`config.mk`:
```
export PLATFORM = sky130hd
export DESIGN_NAME = mac_tile_ctrl
export DESIGN_NICKNAME = d
export VERILOG_FILES = /design/src/rtl/mac_tile_ctrl.sv
export SDC_FILE = /design/constraint.sdc
export NUM_CORES = 1
export LEC_CHECK = 0
export ABC_AREA = 1
export BUFFER_PORTS_ARGS = -buffer_cell sky130_fd_sc_hd__buf_2
export CAP_MARGIN = 20
export CORE_ASPECT_RATIO = 1.1
export CORE_UTILIZATION = 46
export DETAILED_ROUTE_END_ITERATION = 10
export PLACE_DENSITY_LB_ADDON = 0.12
export SLEW_MARGIN = 15
export SYNTH_ARGS = -nofsm -noshare
export SYNTH_HDL_FRONTEND = slang
export SYNTH_SLANG_ARGS = --single-unit
```
`constraint.sdc`:
```
create_clock -name clk -period 2.6 [get_ports clk]
set_input_delay 0.13 -clock clk [delete_from_list [all_inputs] [get_ports clk]]
set_output_delay 0.13 -clock clk [all_outputs]
set_load 0.02 [all_outputs]
```
`src/rtl/mac_tile_ctrl.sv`:
```
// Sequencer for one 8x8 MAC tile: weight fetch/load/drain, activation fetch/execute, output counting.
// Optional watchdog on the output wait is enabled by defining MAC_TILE_CTRL_WATCHDOG_EN.
module mac_tile_ctrl #(
    parameter int row     = 8,
    parameter int col     = 8,
    parameter int len_bw  = 8,
    parameter int addr_bw = 11
) (
    input  logic               clk,
    input  logic               reset,
    input  logic               start,
    input  logic [len_bw-1:0]  num_act,
    input  logic [addr_bw-1:0] w_base,
    input  logic [addr_bw-1:0] x_base,
    input  logic               ofifo_full,
    input  logic [col-1:0]     array_valid,
    output logic               busy,
    output logic               done,
    output logic               sram_cen,
    output logic [addr_bw-1:0] sram_addr,
    output logic               l0_wr,
    output logic               l0_rd,
    output logic [1:0]         inst_w,
    output logic [len_bw-1:0]  psum_cnt,
    output logic               err
);

    localparam logic [2:0] S_IDLE     = 3'd0;
    localparam logic [2:0] S_FETCH_W  = 3'd1;
    localparam logic [2:0] S_LOAD_W   = 3'd2;
    localparam logic [2:0] S_DRAIN_W  = 3'd3;
    localparam logic [2:0] S_FETCH_X  = 3'd4;
    localparam logic [2:0] S_EXEC     = 3'd5;
    localparam logic [2:0] S_WAIT_OUT = 3'd6;
    localparam logic [2:0] S_DONE     = 3'd7;

    // The phase counter doubles as the issued-slot counter in EXEC.
    localparam logic [len_bw-1:0] col_last = len_bw'(col - 1);
    localparam logic [len_bw-1:0] row_last = len_bw'(row - 1);

`ifdef MAC_TILE_CTRL_WATCHDOG_EN
    localparam int              wd_lim  = 2 * (row + col);
    localparam int              wd_bw   = $clog2(wd_lim + 1);
    localparam logic [wd_bw-1:0] wd_last = wd_bw'(wd_lim - 1);
    logic [wd_bw-1:0] wd_q, wd_d;
`endif

    logic [2:0]         state_q, state_d;
    logic [len_bw-1:0]  cnt_q, cnt_d;
    logic [len_bw-1:0]  num_act_q, num_act_d;
    logic [addr_bw-1:0] x_base_q, x_base_d;
    logic               busy_q, busy_d;
    logic               done_q, done_d;
    logic               sram_cen_q, sram_cen_d;
    logic [addr_bw-1:0] sram_addr_q, sram_addr_d;
    logic               l0_wr_q, l0_wr_d;
    logic               l0_rd_q, l0_rd_d;
    logic [1:0]         inst_w_q, inst_w_d;
    logic [len_bw-1:0]  psum_q, psum_d;
    logic               err_q, err_d;
    logic               psum_inc_s;
    logic               issue_s;
    logic               unused_valid_s;

    assign unused_valid_s = ^array_valid;
    assign issue_s        = ~ofifo_full;

    // Next-state and next-output computation for the tile sequencer.
    always_comb begin
        state_d     = state_q;
        cnt_d       = cnt_q;
        num_act_d   = num_act_q;
        x_base_d    = x_base_q;
        busy_d      = busy_q;
        done_d      = 1'b0;
        sram_cen_d  = sram_cen_q;
        sram_addr_d = sram_addr_q;
        l0_wr_d     = ~sram_cen_q;
        l0_rd_d     = l0_rd_q;
        inst_w_d    = inst_w_q;
        err_d       = 1'b0;
`ifdef MAC_TILE_CTRL_WATCHDOG_EN
        wd_d        = wd_q;
`endif

        psum_inc_s = array_valid[col-1] && (psum_q < num_act_q) &&
                     ((state_q == S_EXEC) || (state_q == S_WAIT_OUT));
        if (psum_inc_s) begin
            psum_d = psum_q + len_bw'(1);
        end else begin
            psum_d = psum_q;
        end

        case (state_q)
            S_IDLE: begin
                if (start) begin
                    num_act_d = num_act;
                    x_base_d  = x_base;
                    psum_d    = {len_bw{1'b0}};
                    if (num_act != {len_bw{1'b0}}) begin
                        state_d     = S_FETCH_W;
                        busy_d      = 1'b1;
                        sram_cen_d  = 1'b0;
                        sram_addr_d = w_base;
                        cnt_d       = {len_bw{1'b0}};
                    end else begin
                        state_d = S_DONE;
                        done_d  = 1'b1;
                    end
                end else begin
                    state_d = S_IDLE;
                end
            end
            S_FETCH_W: begin
                if (cnt_q == col_last) begin
                    state_d    = S_LOAD_W;
                    cnt_d      = {len_bw{1'b0}};
                    sram_cen_d = 1'b1;
                    inst_w_d   = 2'b01;
                    l0_rd_d    = 1'b1;
                end else begin
                    cnt_d       = cnt_q + len_bw'(1);
                    sram_addr_d = sram_addr_q + addr_bw'(1);
                end
            end
            S_LOAD_W: begin
                if (cnt_q == col_last) begin
                    state_d  = S_DRAIN_W;
                    cnt_d    = {len_bw{1'b0}};
                    inst_w_d = 2'b00;
                    l0_rd_d  = 1'b0;
                end else begin
                    cnt_d = cnt_q + len_bw'(1);
                end
            end
            S_DRAIN_W: begin
                if (cnt_q == row_last) begin
                    state_d     = S_FETCH_X;
                    cnt_d       = {len_bw{1'b0}};
                    sram_cen_d  = 1'b0;
                    sram_addr_d = x_base_q;
                end else begin
                    cnt_d = cnt_q + len_bw'(1);
                end
            end
            S_FETCH_X: begin
                if (cnt_q == (num_act_q - len_bw'(1))) begin
                    state_d    = S_EXEC;
                    sram_cen_d = 1'b1;
                    inst_w_d   = issue_s ? 2'b10 : 2'b00;
                    l0_rd_d    = issue_s;
                    cnt_d      = {{(len_bw-1){1'b0}}, issue_s};
                end else begin
                    cnt_d       = cnt_q + len_bw'(1);
                    sram_addr_d = sram_addr_q + addr_bw'(1);
                end
            end
            S_EXEC: begin
                // cnt_q == num_act_q means the slot on the bus right now is the last one.
                if (cnt_q == num_act_q) begin
                    state_d  = S_WAIT_OUT;
                    inst_w_d = 2'b00;
                    l0_rd_d  = 1'b0;
                    cnt_d    = {len_bw{1'b0}};
`ifdef MAC_TILE_CTRL_WATCHDOG_EN
                    wd_d     = {wd_bw{1'b0}};
`endif
                end else begin
                    inst_w_d = issue_s ? 2'b10 : 2'b00;
                    l0_rd_d  = issue_s;
                    cnt_d    = cnt_q + {{(len_bw-1){1'b0}}, issue_s};
                end
            end
            S_WAIT_OUT: begin
                if (psum_q == num_act_q) begin
                    state_d = S_DONE;
                    done_d  = 1'b1;
                    busy_d  = 1'b0;
                end else begin
`ifdef MAC_TILE_CTRL_WATCHDOG_EN
                    if (psum_inc_s) begin
                        wd_d = {wd_bw{1'b0}};
                    end else if (wd_q == wd_last) begin
                        state_d = S_DONE;
                        err_d   = 1'b1;
                    end else begin
                        wd_d = wd_q + wd_bw'(1);
                    end
`else
                    state_d = S_WAIT_OUT;
`endif
                end
            end
            S_DONE: begin
                // A watchdog abort arrives with done low; raise it for one cycle first.
                if (done_q) begin
                    state_d = S_IDLE;
                end else begin
                    done_d = 1'b1;
                    busy_d = 1'b0;
                end
            end
            default: begin
                state_d = S_IDLE;
            end
        endcase
    end

    // State and output registers with synchronous reset.
    always_ff @(posedge clk) begin
        if (reset) begin
            state_q     <= S_IDLE;
            cnt_q       <= {len_bw{1'b0}};
            num_act_q   <= {len_bw{1'b0}};
            x_base_q    <= {addr_bw{1'b0}};
            busy_q      <= 1'b0;
            done_q      <= 1'b0;
            sram_cen_q  <= 1'b1;
            sram_addr_q <= {addr_bw{1'b0}};
            l0_wr_q     <= 1'b0;
            l0_rd_q     <= 1'b0;
            inst_w_q    <= 2'b00;
            psum_q      <= {len_bw{1'b0}};
            err_q       <= 1'b0;
`ifdef MAC_TILE_CTRL_WATCHDOG_EN
            wd_q        <= {wd_bw{1'b0}};
`endif
        end else begin
            state_q     <= state_d;
            cnt_q       <= cnt_d;
            num_act_q   <= num_act_d;
            x_base_q    <= x_base_d;
            busy_q      <= busy_d;
            done_q      <= done_d;
            sram_cen_q  <= sram_cen_d;
            sram_addr_q <= sram_addr_d;
            l0_wr_q     <= l0_wr_d;
            l0_rd_q     <= l0_rd_d;
            inst_w_q    <= inst_w_d;
            psum_q      <= psum_d;
            err_q       <= err_d;
`ifdef MAC_TILE_CTRL_WATCHDOG_EN
            wd_q        <= wd_d;
`endif
        end
    end

    assign busy      = busy_q;
    assign done      = done_q;
    assign sram_cen  = sram_cen_q;
    assign sram_addr = sram_addr_q;
    assign l0_wr     = l0_wr_q;
    assign l0_rd     = l0_rd_q;
    assign inst_w    = inst_w_q;
    assign psum_cnt  = psum_q;
    assign err       = err_q;

endmodule

```
After elaboration in Yosys (flattened, before gate mapping). Cells that the tools add are included. W data, S select, Z words.

Register bits: 56. Bits of input ports: 42. Output and inout bits: 27. Word-level logic and storage cells: 110.

Add/sub/neg operators: 5. $lt $le $gt $ge: 1. Equality and inequality tests: 23. Multiplexer cells: 50. Bitwise gates (word level): 2. Reductions and logical operators: 17.

Operators with widths (count): $mux W8 (8); $mux W11 (5); $pmux W11 S4 (1); $pmux W8 S4 (1); $eq A8 B8 Y1 (3); $mux W3 (8); $pmux W3 S8 (1); $ne A2 B2 Y1 const B (10); $reduce_and A6 Y1 (3); $add A8 B1 Y8 const B (2); $mux W1 (16); $eq A3 B3 Y1 const B (4); $reduce_bool A4 Y1 (3); $add A11 B1 Y11 const B (1); $mux W2 (5); $add A8 B1 Y8 (1); $eq A8 B3 Y1 const B (1); $lt A8 B8 Y1 (1); $pmux W1 S4 (2); $pmux W2 S4 (1); $reduce_bool A8 Y1 (1); $sub A8 B1 Y8 const B (1); $eq A3 B2 Y1 const B (2); $pmux W1 S3 (2); other kinds (12) (15).

Longest topological paths before layout. Gate-level depths: netlist of run 1.

Depth after elaboration: 6. Depth in mapped cells: 17. Depth with buffers taken out: 16.

Worst setup path after synthesis of run 1. No wires, ideal clock.

Path kind: flip-flop to flip-flop. Start point: register num_act_q[0]. End point: register state_q[2]. Setup time: 111 ps. Arrival time: 1790 ps. Data required time: 2489 ps. Slack: 700 ps. Stages on the path, launching flop included: 17. Path buffers: 0. Clock period less this slack: 1900 ps. Path through: dfxtp_1 > inv_2 > ha_1 > nand2_1 > inv_1 > nor2_1 > nand2_1 > nor2_1 > nand2_1 > nor2_1 > nand3_1 > nand2_1 > nand2_2 > nor2_2 > nand2_1 > nand3_1 > inv_1.

Longest elaborated chain between the ends: 4. Elaborated cells on any way between the ends: 6. Those cells by class: 1 x add/sub; 4 x eq/ne; 1 x reduce/logical.

Ends and longest elaborated chain: start, declared (RTL line 50) `logic [len_bw-1:0] num_act_q, num_act_d;`; start signal, assigned (RTL line 214) `num_act_q <= {len_bw{1'b0}};`; start signal, assigned (RTL line 231) `num_act_q <= num_act_d;`; $sub A8 B1 Y8 (RTL line 147) `if (cnt_q == (num_act_q - len_bw'(1))) begin`; $eq A8 B8 Y1 (RTL line 147); $ne A2 B2 Y1 (no line); $reduce_and A6 Y1 (no line) (*); end signal, assigned (RTL line 229) `state_q <= state_d;`; end, declared (RTL line 48) `logic [2:0] state_q, state_d;`.

Mark *: on every way between the ends. The rest lies on a longest branch, timed or not. A chain may end at the register's enable or synchronous reset.

Worst setup path after layout of run 1. Ends and elaborated chain as after synthesis.

==> results_tabular.tex, run 1 <==
\begin{tabular}{lr}
\hline
Metric & Value \\
\hline
\multicolumn{2}{l}{\textbf{Status}} \\
\quad Result of the run & finished, final reports clean \\
\multicolumn{2}{l}{\textbf{Critical path}} \\
\quad Worst Setup SP & num\_act\_q[0] \\
\quad Worst Setup Start Kind & flip-flop \\
\quad Crit-path max FO & 9 \\
\quad R2R setup slack & 300 ps \\
\quad Reg-to-reg critical path startpoint & num\_act\_q[0] \\
\quad Crit path capture type & flip-flop \\
\quad Required time reported for the critical path endpoint & 2820 ps \\
\quad Critical path class & flip-flop to flip-flop \\
\quad CP arrival & 2520 ps \\
\multicolumn{2}{l}{\textbf{Floorplan}} \\
\quad Die Footprint & 8530 sq um \\
\quad Chip Width & 88.1 um \\
\quad Core Rows & 34 \\
\quad Chip height & 96.8 um \\
\quad Core ar. & 7910 sq um \\
\quad Initial Util & 47.5\% \\
\quad Count of boundary I/O pins & 69 \\
\multicolumn{2}{l}{\textbf{Power and ir drop}} \\
\quad PD cells & 995 nW/um\^{}2 \\
\quad Share of total power consumed by net switching & 48.9\% \\
\quad Total Power Consumption & 4230 uW \\
\quad Peak supply drop & 0.649 mV \\
\quad Share of power burned in combinational logic & 54.2\% \\
\quad Sw power & 2070 uW \\
\quad Clock network power share & 13.8\% \\
\quad Fraction of power consumed by sequential logic & 32.0\% \\
\quad Cell-internal power & 2160 uW \\
\quad Leakage power of the design & 0.00221 uW \\
\multicolumn{2}{l}{\textbf{Finish}} \\
\quad Net count, final & 721 \\
\quad Area of combinational cells with multiple inputs & 2190 sq um \\
\quad Fill count & 837 \\
\quad Register cell area after layout & 1120 sq um \\
\quad Area grow syn2layout & 13.2\% \\
\quad Post-Route Utilization & 53.7\% \\
\quad Layout cells sized above 1 & 16.1\% \\
\quad Number of antenna repair diodes & 0 \\
\multicolumn{2}{l}{\textbf{Detailed routing}} \\
\quad Initial detailed-routing violation count & 182 \\
\quad Total routed wirelength & 9430 um \\
\quad Routed vias/inst & 4.99 \\
\quad Total iterations of the first detailed-routing run & 4 \\
\quad Wire length per cell after detailed routing & 12.2 um \\
\quad DR vias & 3,864 \\
\quad Number of nets still failing antenna checks after routing & 0 \\
\quad Residual DRC count & 0 \\
\multicolumn{2}{l}{\textbf{Global routing}} \\
\quad Number of antenna violations at the first check in global routing & 0 \\
\quad Largest net degree at the start of global routing & 38 \\
\quad Via count of the first global-routing pass & 3,669 \\
\quad Global-route wire length before repair & 16,300 um \\
\quad All-Layer GR Usage & 23.9\% \\
\quad GR Overflow Total & 0 \\
\multicolumn{2}{l}{\textbf{STA}} \\
\quad Endpoints failing hold & 0 \\
\quad Fin worst setup slack & 303 ps \\
\quad Maximum clock skew at final layout & 9.51 ps \\
\quad Final critical delay including setup and external delays & 2300 ps \\
\quad Final setup violation count & 0 \\
\quad Setup TNS & 0 ps \\
\quad Unrepaired setup endpoints after global routing & false \\
\quad Period Utilization, post-route & 88.4\% \\
\quad Worst Tran Pin Value & 549 ps \\
\quad Tightest slew margin relative to the limit & 63.3\% \\
\quad Total count of max-transition violations in the final report & 0 \\
\quad Maximum operating frequency & 435 MHz \\
\multicolumn{2}{l}{\textbf{CTS}} \\
\quad Max clock buf depth & 2 \\
\quad Post-CTS Setup Bufs & 0 \\
\quad Clock buffer count from CTS & 5 \\
\quad Clock latency on the worst-skew pair & 320 ps \\
\quad Clock sinks & 56 \\
\quad Deepest level of the CTS H-tree & 2 \\
\quad Clock tree from TritonCTS & built \\
\quad Root Driver & clkbuf\_8 \\
\quad Clock-pin slew reported for the worst setup and hold paths after clock tree synthesis & 100 ps \\
\quad Number of resized instances in the post-cts repair step & 0 \\
\quad Hold Buf Count CTS & 0 \\
\multicolumn{2}{l}{\textbf{Logic synthesis}} \\
\quad Count of state elements after synthesis & 56 \\
\quad Synth warnings & 0 \\
\quad Synth top area cells & dfxtp\_1 30\%, nand2\_1 16\%, nand3\_1 7.5\%, nor2\_1 7.4\%, inv\_1 7.3\% \\
\quad Synthesized net count & 665 \\
\quad Fraction of the yosys area taken by sequential cells & 29.9\% \\
\quad Mapped cell area & 3750 sq um \\
\quad Cell taking the most area after synthesis & dfxtp\_1 \\
\quad Average instance area after synthesis & 6.17 sq um \\
\quad Count of distinct cell types in the synthesized netlist & 41 \\
\quad Async set or reset register ratio after synthesis & 0\% \\
\quad Instance count of the mapped netlist & 609 \\
\quad Leading register cell type out of synthesis & dfxtp\_1 \\
\quad Number of enable flip-flop cells after synthesis & 0 \\
\quad Top-area cell type share of the netlist area & 29.9\% \\
\multicolumn{2}{l}{\textbf{Run}} \\
\quad Max-Cap Viols & 0 \\
\multicolumn{2}{l}{\textbf{Placement}} \\
\quad Final estimated routing congestion in global placement & 0.828 \\
\quad Worst setup timing slack at the placement stage & 328 ps \\
\quad HPWL after DPL & 7240 um \\
\quad PortBufs & 60 \\
\multicolumn{2}{l}{\textbf{Min path}} \\
\quad Worst min-delay path class & input pin to flip-flop \\
\quad Origin of the worst min-delay path & x\_base[10] \\
\hline
\end{tabular}
## logic make-up (layout without fill, tap and decap cells)
kind of cell             after synthesis  in the layout  synth area share [%]
AO/OA/AOI/OAI                         83             83                  11.9
flip-flops                            56             56                  29.9
AND/OR/NAND/NOR                      333            333                  38.5
XOR/XNOR                              14             14                  3.27
buffers and inverters                108            165                  11.7
adder cells (fa/ha/maj)               14             14                  4.67
other                                  1              1                0.0999
## sequential cells by signal, indices dropped and copies added (netlist names)
name	count
x_base_q	11
cnt_q	8
l0_wr	1
state_q	3
inst_w	2
l0_rd	1
done	1
num_act_q	8
psum_cnt	8
sram_cen	1
sram_addr	11
busy	1
## through the flow
| step | area, sq um | hold slack, ps | instances |
|---|---|---|---|
| after floorplan | 3750 | 197 | 609 |
| after global placement | 4140 | 355 | 766 |
| after detailed placement | 4140 | 370 | 766 |
| after CTS | 4250 | 35.6 | 774 |
| after global routing | 4250 | 32.3 | 774 |
| final | 4250 | 36.7 | 774 |
## power by group through the flow
stage	combinational [uW]	sequential [uW]	clock, uW
after global placement	2250	1360	0
final	2290	1350	584
after global routing	2660	1390	638
after CTS	2300	1350	601
after detailed placement	2290	1370	0
after floorplan	1630	1440	0
## routing by layer
metal | track usage [%] | vias up | routed length (um)
met5 | 0 | - | 0
met3 | 3.67 | 12 | 376
li1 | - | 2048 | -
met2 | 39.8 | 71 | 4450
met4 | 8.31 | 0 | 148
met1 | 31.0 | 1733 | 4460
## layout by cell type, fill, tap and decap left out, drive strengths merged
| cell type | synthesis | layout |
|---|---|---|
| or2 | 3 | 3 |
| and2 | 1 | 1 |
| nand4 | 8 | 8 |
| buf | 12 | 66 |
| ha | 14 | 14 |
| nor2 | 82 | 82 |
| bufinv | 0 | 1 |
| o21bai | 1 | 1 |
| a31oi | 1 | 1 |
| a21oi | 38 | 38 |
| o21ai | 34 | 34 |
| nand3b | 1 | 1 |
| xor2 | 12 | 12 |
| a211oi | 2 | 2 |
| conb | 1 | 1 |
| a21o | 1 | 1 |
| a221oi | 3 | 3 |
| xnor2 | 2 | 2 |
| a22oi | 2 | 2 |
| o221ai | 1 | 1 |
| nor3b | 2 | 2 |
| clkbuf | 5 | 6 |
| nand3 | 57 | 57 |
| nand2 | 162 | 162 |
| dfxtp | 56 | 56 |
| nor3 | 17 | 17 |
| clkinv | 1 | 2 |
| inv | 90 | 90 |
## final timing paths
kind	to	cells past startpoint
worst max-delay path	state_q[2]	16
worst min register to register	busy	2
worst max register to register	state_q[2]	16
worst min-delay path	x_base_q[10]	3
## worst max-delay path, cell delays in order (launching register included)
cell and delay, ps:
dfxtp_1 470, inv_2 110, ha_1 350, nand2_1 100, inv_1 40, nor2_1 80
nand2_1 60, nor2_1 80, nand2_1 50, nor2_1 80, nand3_1 150, nand2_1 150
nand2_2 160, nor2_2 160, nand2_1 70, nand3_1 60, inv_1 40
## layout make-up
| class | count | area share, % |
|---|---|---|
| Timing Repair Buffer | 66 | 8.13 |
| Inverter | 91 | 8.16 |
| Multi-Input combinational cell | 445 | 51.6 |
| Clock inverter | 2 | 0.824 |
| Tap cell | 108 | 3.18 |
| Clock buffer | 6 | 1.71 |
| Sequential cell | 56 | 26.4 |
## cells in the mapped netlist, types with 2 or more instances
cell type  number
inv_2          15
nor2_2          8
dfxtp_1        56
nor3_1         14
nor2_1         74
nand2_1       158
o21ai_1         2
nor3_2          2
o21ai_0        32
nor3b_1         2
buf_2           6
ha_1           14
nand4_1         8
nand2_2         3
inv_1          73
clkbuf_1        5
a21oi_1        38
inv_4           2
buf_4           4
a211oi_1        2
xor2_1         12
a221oi_1        3
xnor2_1         2
nand3_1        56
a22oi_1         2
Power figures use the tool's default switching activity.
==> run 2, diff against run 1 <==
==> constraint.sdc (replaced) <==
create_clock -name clk -period 2.6 [get_ports clk]
set_input_delay 0.39 -clock clk [delete_from_list [all_inputs] [get_ports clk]]
set_output_delay 0.39 -clock clk [all_outputs]
set_load 0.02 [all_outputs]
==> results_tabular.tex, run 2 (synthesis gave the netlist of run 1 again) <==
\begin{tabular}{lr}
\hline
Metric & Value \\
\hline
\multicolumn{2}{l}{\textbf{Status}} \\
\quad Result of the run & finished, final reports clean \\
\multicolumn{2}{l}{\textbf{CTS}} \\
\quad Clock-pin slew reported for the worst setup and hold paths after clock tree synthesis & 110 ps (about the same) \\
\quad Root Driver & clkbuf\_8 \\
\quad Hold Buf Count CTS & 0 (unchanged) \\
\quad Post-CTS Setup Bufs & 0 (unchanged) \\
\quad Number of resized instances in the post-cts repair step & 0 (unchanged) \\
\quad Max clock buf depth & 2 (unchanged) \\
\quad Clock latency on the worst-skew pair & 320 ps (about the same) \\
\quad Deepest level of the CTS H-tree & 2 (unchanged) \\
\quad Clock sinks & 56 (unchanged) \\
\quad Clock buffer count from CTS & 5 (unchanged) \\
\quad Clock tree from TritonCTS & built \\
\multicolumn{2}{l}{\textbf{Floorplan}} \\
\quad Core Rows & 34 (unchanged) \\
\quad Chip height & 96.8 um (unchanged) \\
\quad Count of boundary I/O pins & 69 (unchanged) \\
\quad Die Footprint & 8530 sq um (unchanged) \\
\quad Chip Width & 88.1 um (unchanged) \\
\quad Core ar. & 7910 sq um (unchanged) \\
\quad Initial Util & 47.5\% (unchanged) \\
\multicolumn{2}{l}{\textbf{Placement}} \\
\quad Placed Cells incl. Taps & 765 (-0.13\%) \\
\quad PortBufs & 60 (unchanged) \\
\quad HPWL after DPL & 7320 um (+1.1\%) \\
\quad Cell area after placement & 4130 sq um (-0.18\%) \\
\quad Worst setup timing slack at the placement stage & 333 ps (+4.87 ps) \\
\quad Final estimated routing congestion in global placement & 0.833 (+0.57\%) \\
\multicolumn{2}{l}{\textbf{Finish}} \\
\quad Commonest non-fill, non-tap cells in the layout & 158 x nand2\_1, 74 x nor2\_1, 73 x inv\_1, 60 x buf\_2 \\
\quad Number of antenna repair diodes & 0 (unchanged) \\
\quad Area of combinational cells with multiple inputs & 2190 sq um (unchanged) \\
\quad Layout cells sized above 1 & 16.1\% (+0.024 points) \\
\quad Register cell area after layout & 1120 sq um (unchanged) \\
\quad Finished layout cell area & 4250 sq um (unchanged) \\
\quad Fill count & 829 (-0.96\%) \\
\quad Area grow syn2layout & 13.2\% (unchanged) \\
\quad Net count, final & 720 (-0.14\%) \\
\quad Leading cell type in the layout, fill and taps excluded & nand2\_1 \\
\quad Final std cells w/o fill & 773 (-0.13\%) \\
\multicolumn{2}{l}{\textbf{Critical path}} \\
\quad Required time reported for the critical path endpoint & 2840 ps (+20 ps) \\
\quad Crit path capture type & flip-flop \\
\quad CP arrival & 2520 ps (about the same) \\
\quad Critical path class & flip-flop to flip-flop \\
\quad Worst Setup SP & num\_act\_q[0] \\
\quad Crit-path max FO & 9 (unchanged) \\
\quad R2R setup slack & 320 ps (about the same) \\
\quad Worst Setup Start Kind & flip-flop \\
\quad Reg-to-reg critical path startpoint & num\_act\_q[0] \\
\multicolumn{2}{l}{\textbf{Power and ir drop}} \\
\quad Leakage power of the design & 0.00220 uW (-0.26\%) \\
\quad Clock network power share & 14.3\% (+0.5 points) \\
\quad Share of total power consumed by net switching & 49.1\% (+0.26 points) \\
\quad PD cells & 999 nW/um\^{}2 (+0.45\%) \\
\quad Fraction of power consumed by sequential logic & 32.2\% (+0.2 points) \\
\quad Peak supply drop & 0.728 mV (+12\%) \\
\quad Sw power & 2090 uW (+0.99\%) \\
\quad Cell-internal power & 2160 uW (about the same) \\
\quad Share of power burned in combinational logic & 53.5\% (-0.7 points) \\
\multicolumn{2}{l}{\textbf{Global routing}} \\
\quad Number of antenna violations at the first check in global routing & 0 (unchanged) \\
\quad Global-route wire length before repair & 16,500 um (+1.5\%) \\
\quad All-Layer GR Usage & 24.2\% (+0.28 points) \\
\quad GR Overflow Total & 0 (unchanged) \\
\quad Via count of the first global-routing pass & 3,645 (-0.65\%) \\
\quad Largest net degree at the start of global routing & 38 (unchanged) \\
\multicolumn{2}{l}{\textbf{Detailed routing}} \\
\quad Initial detailed-routing violation count & 152 (-16\%) \\
\quad Total iterations of the first detailed-routing run & 4 (unchanged) \\
\quad Routed vias/inst & 4.96 (-0.70\%) \\
\quad Residual DRC count & 0 (unchanged) \\
\quad DR vias & 3,832 (-0.83\%) \\
\quad Number of nets still failing antenna checks after routing & 0 (unchanged) \\
\quad Total routed wirelength & 9580 um (+1.6\%) \\
\quad Wire length per cell after detailed routing & 12.4 um (+1.7\%) \\
\multicolumn{2}{l}{\textbf{STA}} \\
\quad Total count of max-transition violations in the final report & 0 (unchanged) \\
\quad Final critical delay including setup and external delays & 2280 ps (-14.5 ps) \\
\quad Maximum clock skew at final layout & 7.78 ps (-1.73 ps) \\
\quad Period Utilization, post-route & 87.8\% (-0.56 points) \\
\quad Fin worst setup slack & 317 ps (+14.5 ps) \\
\quad Tightest slew margin relative to the limit & 62.8\% (-0.51 points) \\
\quad Worst Tran Pin Value & 553 ps (+4.23 ps) \\
\quad Endpoints failing hold & 0 (unchanged) \\
\quad Maximum operating frequency & 438 MHz (+0.63\%) \\
\quad Final setup violation count & 0 (unchanged) \\
\quad Setup TNS & 0 ps (unchanged) \\
\quad Unrepaired setup endpoints after global routing & false \\
\multicolumn{2}{l}{\textbf{Min path}} \\
\quad Worst min-delay path class & input pin to flip-flop \\
\quad Origin of the worst min-delay path & x\_base[10] \\
\multicolumn{2}{l}{\textbf{Run}} \\
\quad Max-Cap Viols & 0 (unchanged) \\
\hline
\end{tabular}
-- run 2: routing by layer --
metal	global-route usage [%]	vias up	share of wire [%]
met5	0	-	0
met4	6.95	0	1.5
met3	2.90	12	3.2
met2	39.5	71	46
met1	33.2	1709	49
li1	-	2040	-
-- run 2: path summary, 6_finish.rpt --
check / to / cells past startpoint
worst max-delay path: state_q[2] / 16
worst min-delay path: x_base_q[10] / 3
worst max register to register: state_q[2] / 16
worst min register to register: l0_wr / 1
-- run 2: power groups by stage --
stage	clock network (uW)	registers, uW	logic (uW)
2_1_floorplan	0	1440	1630
6_report	608	1370	2270
3_3_place_gp	0	1370	2230
4_1_cts	623	1370	2280
5_1_grt	660	1410	2630
3_5_place_dp	0	1380	2270
-- run 2: worst max-delay path, stage by stage, from the launching register on --
cell and delay, ps:
dfxtp_1 480, inv_2 110, ha_1 350, nand2_1 100, inv_1 40, nor2_1 80, nand2_1 60, nor2_1 80
nand2_1 50, nor2_1 80, nand3_1 140, nand2_1 150, nand2_2 150, nor2_2 150, nand2_1 70, nand3_1 60
inv_1 40
-- run 2: cell type report --
class / count / share of cell area [%]
multi-input combinational: 445 / 51.6
sequential: 56 / 26.4
inverter: 91 / 8.16
timing repair buffer: 65 / 7.95
tap: 108 / 3.18
clock buffer: 5 / 1.62
clock inverter: 3 / 1.09
-- run 2: through the flow --
step                      hold slack, ps  power (uW)  utilization (%)
after CTS                            286        4270             53.7
after floorplan                      423        3070                -
final                                282        4250             53.7
after global placement               424        3600             52.2
after detailed placement             436        3650             52.2
after global routing                 288        4700             53.7
==> run 3, diff against run 2 <==
CORE_MARGIN = 2   (was not set)
GPL_ROUTABILITY_DRIVEN = 0   (was not set)
==> results_tabular.tex, run 3 (synthesis gave the netlist of run 1 again) <==
\begin{tabular}{lr}
\hline
Metric & Value \\
\hline
\multicolumn{2}{l}{\textbf{CTS}} \\
\quad Clock-pin slew reported for the worst setup and hold paths after clock tree synthesis & 110 ps (about the same) \\
\quad Post-CTS Setup Bufs & 0 (unchanged) \\
\quad Clock sinks & 56 (unchanged) \\
\quad Clock buffer count from CTS & 5 (unchanged) \\
\quad Clock tree from TritonCTS & built \\
\quad Hold Buf Count CTS & 0 (unchanged) \\
\quad Max clock buf depth & 2 (unchanged) \\
\quad Root Driver & clkbuf\_8 \\
\quad Clock latency on the worst-skew pair & 320 ps (about the same) \\
\quad Deepest level of the CTS H-tree & 2 (unchanged) \\
\quad Number of resized instances in the post-cts repair step & 0 (unchanged) \\
\multicolumn{2}{l}{\textbf{Detailed routing}} \\
\quad Total iterations of the first detailed-routing run & 5 (+1) \\
\quad Total routed wirelength & 9570 um (-0.10\%) \\
\quad Wire length per cell after detailed routing & 12.4 um (+0.15\%) \\
\quad Routed vias/inst & 5.04 (+1.7\%) \\
\quad Residual DRC count & 0 (unchanged) \\
\quad Number of nets still failing antenna checks after routing & 0 (unchanged) \\
\quad DR vias & 3,886 (+1.4\%) \\
\quad Initial detailed-routing violation count & 184 (+21\%) \\
\multicolumn{2}{l}{\textbf{Finish}} \\
\quad Number of antenna repair diodes & 0 (unchanged) \\
\quad Commonest non-fill, non-tap cells in the layout & 158 x nand2\_1, 74 x nor2\_1, 73 x inv\_1, 60 x buf\_2 \\
\quad Net count, final & 718 (-0.28\%) \\
\quad Layout cells sized above 1 & 15.8\% (-0.25 points) \\
\quad Area grow syn2layout & 12.4\% \\
\quad Leading cell type in the layout, fill and taps excluded & nand2\_1 \\
\quad Final std cells w/o fill & 771 (-0.26\%) \\
\multicolumn{2}{l}{\textbf{STA}} \\
\quad Final critical delay including setup and external delays & 2310 ps (+28.4 ps) \\
\quad Period Utilization, post-route & 88.9\% (+1.1 points) \\
\quad Unrepaired setup endpoints after global routing & false \\
\quad Setup TNS & 0 ps (unchanged) \\
\quad Total count of max-transition violations in the final report & 0 (unchanged) \\
\quad Fin worst setup slack & 289 ps (-28.4 ps) \\
\quad Final setup violation count & 0 (unchanged) \\
\quad Maximum operating frequency & 433 MHz (-1.2\%) \\
\quad Endpoints failing hold & 0 (unchanged) \\
\quad Tightest slew margin relative to the limit & 60.2\% (-2.6 points) \\
\quad Maximum clock skew at final layout & 10.3 ps (+2.53 ps) \\
\quad Worst Tran Pin Value & 592 ps (+39.2 ps) \\
\multicolumn{2}{l}{\textbf{Min path}} \\
\quad Worst min-delay path class & input pin to flip-flop \\
\multicolumn{2}{l}{\textbf{Floorplan}} \\
\quad Chip Width & 90.1 um (+2.3\%) \\
\quad Die Footprint & 8900 sq um (+4.4\%) \\
\quad Chip height & 98.8 um (+2.1\%) \\
\quad Core Rows & 34 (unchanged) \\
\quad Core ar. & 7910 sq um (unchanged) \\
\quad Count of boundary I/O pins & 69 (unchanged) \\
\quad Initial Util & 47.5\% (unchanged) \\
\multicolumn{2}{l}{\textbf{Critical path}} \\
\quad CP cell instances & inv\_2, ha\_1, nand2\_1, inv\_1, nor2\_1, nand2\_1, nor2\_1, nand2\_1, nor2\_1, nand3\_1, nand2\_1, nand2\_2, nor2\_2, nand2\_1, nand3\_1, inv\_1 \\
\quad Buffering stage count on the worst path with inverters included & 3 (unchanged) \\
\quad Cell type with the highest occurrence count on the critical path & nand2\_1 \\
\quad CP arrival & 2540 ps (+20 ps) \\
\quad Maximum single-stage delay on the critical path & 490 ps (about the same) \\
\quad Required time reported for the critical path endpoint & 2820 ps (-20 ps) \\
\quad Crit-path max FO & 9 (unchanged) \\
\quad Crit path capture type & flip-flop \\
\quad Kind of cell adding the most delay to the critical path & simple AND/OR/NAND/NOR gates \\
\quad Cell with the largest stage delay on the worst path & dfxtp\_1 \\
\quad Worst Setup Start Kind & flip-flop \\
\quad Critical path class & flip-flop to flip-flop \\
\multicolumn{2}{l}{\textbf{Placement}} \\
\quad Placed Cells incl. Taps & 763 (-0.26\%) \\
\quad PortBufs & 60 (unchanged) \\
\quad HPWL after DPL & 7390 um (+1.0\%) \\
\quad Worst setup timing slack at the placement stage & 325 ps (-7.80 ps) \\
\multicolumn{2}{l}{\textbf{Global routing}} \\
\quad Via count of the first global-routing pass & 3,626 (-0.52\%) \\
\quad All-Layer GR Usage & 22.4\% (-1.8 points) \\
\quad GR Overflow Total & 0 (unchanged) \\
\quad Global-route wire length before repair & 16,600 um (+0.33\%) \\
\quad Largest net degree at the start of global routing & 38 (unchanged) \\
\quad Number of antenna violations at the first check in global routing & 0 (unchanged) \\
\multicolumn{2}{l}{\textbf{Power and ir drop}} \\
\quad PD cells & 989 nW/um\^{}2 (-1.1\%) \\
\quad Leakage power of the design & 0.00219 uW (-0.67\%) \\
\quad Peak supply drop & 0.655 mV (-9.9\%) \\
\quad Total Power Consumption & 4170 uW (-1.7\%) \\
\multicolumn{2}{l}{\textbf{Status}} \\
\quad Result of the run & finished, final reports clean \\
\multicolumn{2}{l}{\textbf{Run}} \\
\quad Max-Cap Viols & 0 (unchanged) \\
\hline
\end{tabular}
-- run 3: power by group --
group	switching, uW	internal (uW)	leakage [uW]	total (uW)
logic	1510	756	0.00168	2270
clock network	320	224	0.0000493	544
registers	261	1100	0.000460	1360
-- run 3: worst min-delay path, stage by stage --
cell	delay [ps]
buf_2	70
nor2_1	30
nor2_1	80
-- run 3: stage by stage --
stage | hold slack (ps) | instance area [sq um] | util (%)
after global placement | 422 | 4120 | 52.1
after global routing | 295 | 4220 | 53.3
final | 288 | 4220 | 53.3
after CTS | 280 | 4220 | 53.3
after detailed placement | 444 | 4120 | 52.1
after floorplan | 423 | 3750 | -
-- run 3: final timing paths --
kind | startpoint | to | slack [ps] | depth (start not counted)
setup / recovery | num_act_q[0] | state_q[2] | 290 | 16
hold / removal | x_base[9] | x_base_q[9] | 290 | 3
setup reg to reg | num_act_q[0] | state_q[2] | 290 | 16
hold reg to reg | sram_cen | l0_wr | 450 | 1
-- run 3: cell type report --
class,count,area [sq um]
flip-flops and latches,56,1120
inverters,91,347
clock buffers,6,82.6
multi-input cells,445,2190
well taps,108,135
repair buffers,63,323
clock inverters,2,18.8
fillers,836,3690
-- run 3: routing by layer --
| layer | part of all wire [%] | GRT usage, % |
|---|---|---|
| met1 | 48 | 30.3 |
| met2 | 46 | 37.4 |
| met3 | 4.8 | 3.59 |
| met4 | 1.5 | 6.04 |
| met5 | 0 | 0 |
